$ cat config.mk
export PLATFORM = sky130hd
export DESIGN_NAME = de_hazard_pipe
export DESIGN_NICKNAME = d
export VERILOG_FILES = /design/src/rtl/de_hazard_pipe.sv
export SDC_FILE = /design/constraint.sdc
export NUM_CORES = 1
export LEC_CHECK = 0
export ABC_AREA = 1
export CORE_MARGIN = 1.5
export CORE_UTILIZATION = 36
export DETAILED_ROUTE_END_ITERATION = 7
export GPL_TIMING_DRIVEN = 1
export PLACE_DENSITY_LB_ADDON = 0.15
export SYNTH_ARGS = -nofsm -noshare
export SYNTH_HDL_FRONTEND = slang
export SYNTH_SLANG_ARGS = --single-unit
export TNS_END_PERCENT = 30
$ cat constraint.sdc
create_clock -name clk -period 2 [get_ports clk]
set_input_delay 0.5 -clock clk [delete_from_list [all_inputs] [get_ports clk]]
set_output_delay 0.5 -clock clk [all_outputs]
set_load 0.02 [all_outputs]
$ cat src/rtl/de_hazard_pipe.sv
// D/E pipeline register with a stall scoreboard tracking E/M destination and Tnew.
// Build macro MD_STALL_EN: when defined, HILO ops in D also stall while the mul/div unit is busy.
module de_hazard_pipe (
    input  logic        clk,
    input  logic        reset,
    input  logic [31:0] D_pc,
    input  logic [31:0] D_instr,
    input  logic [31:0] D_rs,
    input  logic [31:0] D_rt,
    input  logic [4:0]  D_rs_addr,
    input  logic [4:0]  D_rt_addr,
    input  logic [4:0]  D_A3,
    input  logic [1:0]  D_Tuse_rs,
    input  logic [1:0]  D_Tuse_rt,
    input  logic [1:0]  D_Tnew,
    input  logic [3:0]  D_HILOtype,
    input  logic        HILObusy,
    output logic        stall,
    output logic [31:0] E_pc,
    output logic [31:0] E_instr,
    output logic [31:0] E_rs,
    output logic [31:0] E_rt,
    output logic [4:0]  E_A3,
    output logic [1:0]  E_Tnew,
    output logic [3:0]  E_HILOtype,
    output logic [4:0]  M_A3,
    output logic [1:0]  M_Tnew
);

    // Stall contract: stall is combinational; while high, upstream holds F/D
    // and this block loads a bubble into E. The D instruction advances on the
    // first rising edge where stall is low.
    logic rs_haz;
    logic rt_haz;
    logic md_haz;

    always_comb begin
        rs_haz = 1'b0;
        rt_haz = 1'b0;
        if (D_rs_addr != 5'd0 && D_Tuse_rs != 2'd3) begin
            rs_haz = (E_A3 == D_rs_addr && E_Tnew > D_Tuse_rs) ||
                     (M_A3 == D_rs_addr && M_Tnew > D_Tuse_rs);
        end
        if (D_rt_addr != 5'd0 && D_Tuse_rt != 2'd3) begin
            rt_haz = (E_A3 == D_rt_addr && E_Tnew > D_Tuse_rt) ||
                     (M_A3 == D_rt_addr && M_Tnew > D_Tuse_rt);
        end
    end

`ifdef MD_STALL_EN
    assign md_haz = (D_HILOtype != 4'd0) && HILObusy;
`else
    // Single-cycle mul/div model: busy never matters, the term is tied off.
    assign md_haz = HILObusy & 1'b0;
`endif

    assign stall = rs_haz | rt_haz | md_haz;

    always_ff @(posedge clk) begin
        if (reset) begin
            E_pc       <= 32'd0;
            E_instr    <= 32'd0;
            E_rs       <= 32'd0;
            E_rt       <= 32'd0;
            E_A3       <= 5'd0;
            E_Tnew     <= 2'd0;
            E_HILOtype <= 4'd0;
            M_A3       <= 5'd0;
            M_Tnew     <= 2'd0;
        end else begin
            M_A3   <= E_A3;
            M_Tnew <= (E_Tnew == 2'd0) ? 2'd0 : E_Tnew - 2'd1;
            if (stall) begin
                // Bubble keeps the PC so a later exception can still report it.
                E_pc       <= D_pc;
                E_instr    <= 32'd0;
                E_rs       <= 32'd0;
                E_rt       <= 32'd0;
                E_A3       <= 5'd0;
                E_Tnew     <= 2'd0;
                E_HILOtype <= 4'd0;
            end else begin
                E_pc       <= D_pc;
                E_instr    <= D_instr;
                E_rs       <= D_rs;
                E_rt       <= D_rt;
                E_A3       <= D_A3;
                E_Tnew     <= D_Tnew;
                E_HILOtype <= D_HILOtype;
            end
        end
    end

endmodule
==> run metrics <==
outcome complete, but fails checks; failing checks negative setup slack; Skew-Pair Late Insertion Delay 0.42 ns; FP Rows 41; Final Hold Fails 0; GRT Resource Usage Total 22.3%; layout cells sized above 1 between 10% and 20%; H-tree depth 4; largest net degree at the start of global routing 40; CTS Hold Bufs 0; PortBufs 301; asr flop ratio synth 0%; Seq pwr share 41.4%; combinational power share between 10% and 20%; vias in the first global route 4725; Worst Path Required 1.50 ns; clock share of power 39.9%; Filler Cell Count roughly 1000; skew final 0.00533 ns; area grow syn2layout 94.5%; placed cell areas about 8000 µm²; type of the tightest min-delay check reg -> reg; Post-synth EDFFs 0; most used flip-flop cell after synthesis dfxtp_1; Seq. cell area about 2900 µm²; Die Span Y 117 µm; R2R Path End E_rt[31]; critical path class reg -> out; register area share after synthesis 61.9%; Post-Synthesis Cells 578; n_diodes 0; Root Buffer clkbuf_16; CP Capture Type primary output; area of the multi-input gates about 1200 µm²; Sink Count 146; die footprint 13800 µm²; fmax between 400 and 500 MHz; count of state elements after synthesis around 150; Worst VDD drop 0.737 mV; clk buf depth 2; final setup TNS -17.24 ns; Unique masters post-synth 19; core area roughly 13000 µm²; worst-margin pin slew 0.397 ns; Pre-Repair DR Iteration Count 4; Tcrit/Tclk final 118%; CTS tree yes; DP Wirelength 10.9 mm; max-cap violations 0; Switching Share between 20% and 30%; hold endpoint M_A3[3]; crit path time final ~2.4 ns; reg2reg setup slack -0.24 ns; PnR worst setup slack -0.354 ns; total CTS buffers 17; worst-path fanout max 3; Vias/cell 4.12; drt wl/cell 13.9 µm; worst min-delay path startpoint E_A3[3]; I/O pin count 303; DR DRC count 0; Slew Viols, Final 0; drt initial violations 146; Leak 4.43 nW; nets 1090; vias after detailed routing 4569; Finish-stage setup viols 108; r2r worst-path depth 17; CTS clk-pin slew, worst paths approximately 0.060 ns; pre-CTS WS -1.08 ns; Pwr Total roughly 7.6 mW; Initial Util 37.1%; initial antenna violation count 0; Startpoint Class flip-flop; hold depth 2; global-route wire length before repair 23.6 mm; die width ~120 µm; Placer Congestion 0.850; Psw ~1.9 mW; Yosys warnings 0; CP Data Arrival Time 1.85 ns; final instance area approximately 9200 µm²; Internal 5.73 mW; drt total wl between 15 and 20 mm; syn_nets 743; Slew Limit Headroom 73.5%; Syn Area/Cell 8.16 µm²; Final ANT Viol Nets 0; r2r startpoint E_Tnew[1]; pwr dens 830 nW/µm²; grt ovf 0; RSZ-0062 raised after global routing true; Critical Path Source E_Tnew[1]; Post-Synthesis Cell Area roughly 4700 µm²
-- logic make-up after synthesis --
group / synth area share [%]
AOI/OAI and AO/OA: 0.689
xor gates and xnor gates: 0.928
adders and majority gates: 2.39
buffers and inverters: 15.9
DFF: 61.9
and+or+nand+nor: 18.2
-- metal layers --
layer	vias to the layer above	GRT usage, %	wire length (µm)
met5	-	0	0
met2	230	40.3	7790
li1	2292	-	-
met3	37	10.9	1640
met4	0	10.6	523
met1	2010	21.1	5480
-- registers in the layout, summed over array words and instances, names as in the netlist --
name        cells
E_pc           32
M_Tnew          2
E_Tnew          2
E_instr        32
E_rt           32
E_rs           32
E_HILOtype      4
M_A3            5
E_A3            5
-- worst max-delay path: stages (launching register included) --
cell	delay [ns]
dfxtp_4	0.37
ha_4	0.25
nand2_2	0.07
inv_2	0.03
nor2_1	0.08
nand2_1	0.06
nor2_1	0.12
nand2_1	0.09
nand2_2	0.10
nand2_2	0.07
nand2_2	0.08
buf_6	0.11
-- power by group through the flow --
stage	clock network [mW]	registers (mW)	logic (mW)
after CTS	3.09	3.15	1.38
final	3.04	3.15	1.43
after global placement	0	3.21	1.24
after global routing	3.21	3.17	1.53
after detailed placement	0	3.21	1.26
after floorplan	0	3.43	0.265
-- worst max-delay path by stage --
stage | cells past startpoint | slack [ns] | end
floorplan | 11 | 0.05 | stall
global placement | 13 | -1.06 | stall
detailed placement | 13 | -1.08 | stall
CTS | 11 | -0.26 | stall
global route | 10 | -0.44 | stall
finish | 11 | -0.35 | stall
-- cell usage in the layout (no fill, tap or decap), types with 2 or more instances in the layout --
master / n
inv_2: 12
clkbuf_16: 21
nand2_2: 5
clkinvlp_4: 3
nor3_1: 2
nor2_2: 26
dfxtp_1: 142
dfxtp_2: 3
clkinv_2: 4
buf_6: 6
inv_1: 161
buf_16: 9
xor2_1: 3
ha_1: 3
nand4_1: 2
clkdlybuf4s15_1: 3
nand2_1: 49
nand3_1: 6
nor2_4: 2
ha_4: 6
bufinv_16: 2
dlygate4sd2_1: 7
a21oi_2: 2
buf_4: 31
nor2_1: 130
clkbuf_1: 2
clkdlybuf4s50_1: 280
xnor2_1: 2
-- final cells by class --
cell class | count | share of cell area, %
Sequential cell | 146 | 31.9
Tap cell | 172 | 2.35
Clock buffer | 20 | 4.87
Inverter | 174 | 7.15
Clock inverter | 10 | 1.21
Multi-Input combinational cell | 243 | 13.4
Timing Repair Buffer | 343 | 39.0
-- Yosys cell counts, drive strengths merged (2+ instances only) --
| cell | n | area share [%] |
|---|---|---|
| a21oi | 3 | 0.32 |
| buf | 12 | 1.8 |
| clkbuf | 3 | 0.24 |
| dfxtp | 146 | 62 |
| ha | 9 | 2.4 |
| inv | 174 | 14 |
| nand2 | 54 | 4.3 |
| nand3 | 7 | 0.85 |
| nand4 | 2 | 0.27 |
| nor2 | 158 | 13 |
| nor3 | 2 | 0.21 |
| o21ai | 2 | 0.21 |
| xnor2 | 2 | 0.37 |
| xor2 | 3 | 0.56 |
-- repair_timing --
action	4_1_cts	5_1_grt
endpoints found under the setup margin	119	108
buffers inserted	9	2
gates resized for setup	62	42
pin swaps	12	5
cloned	7	4
-- stage by stage --
step | instances | util [%] | hold slack [ns]
after global routing | 1108 | 72.1 | 0.524
after detailed placement | 1060 | 63.5 | 0.491
final | 1108 | 72.1 | 0.494
after global placement | 1060 | 63.5 | 0.476
after CTS | 1103 | 70.6 | 0.499
after floorplan | 578 | - | 0.542
Note: power is estimated with default switching activity, not from simulation.
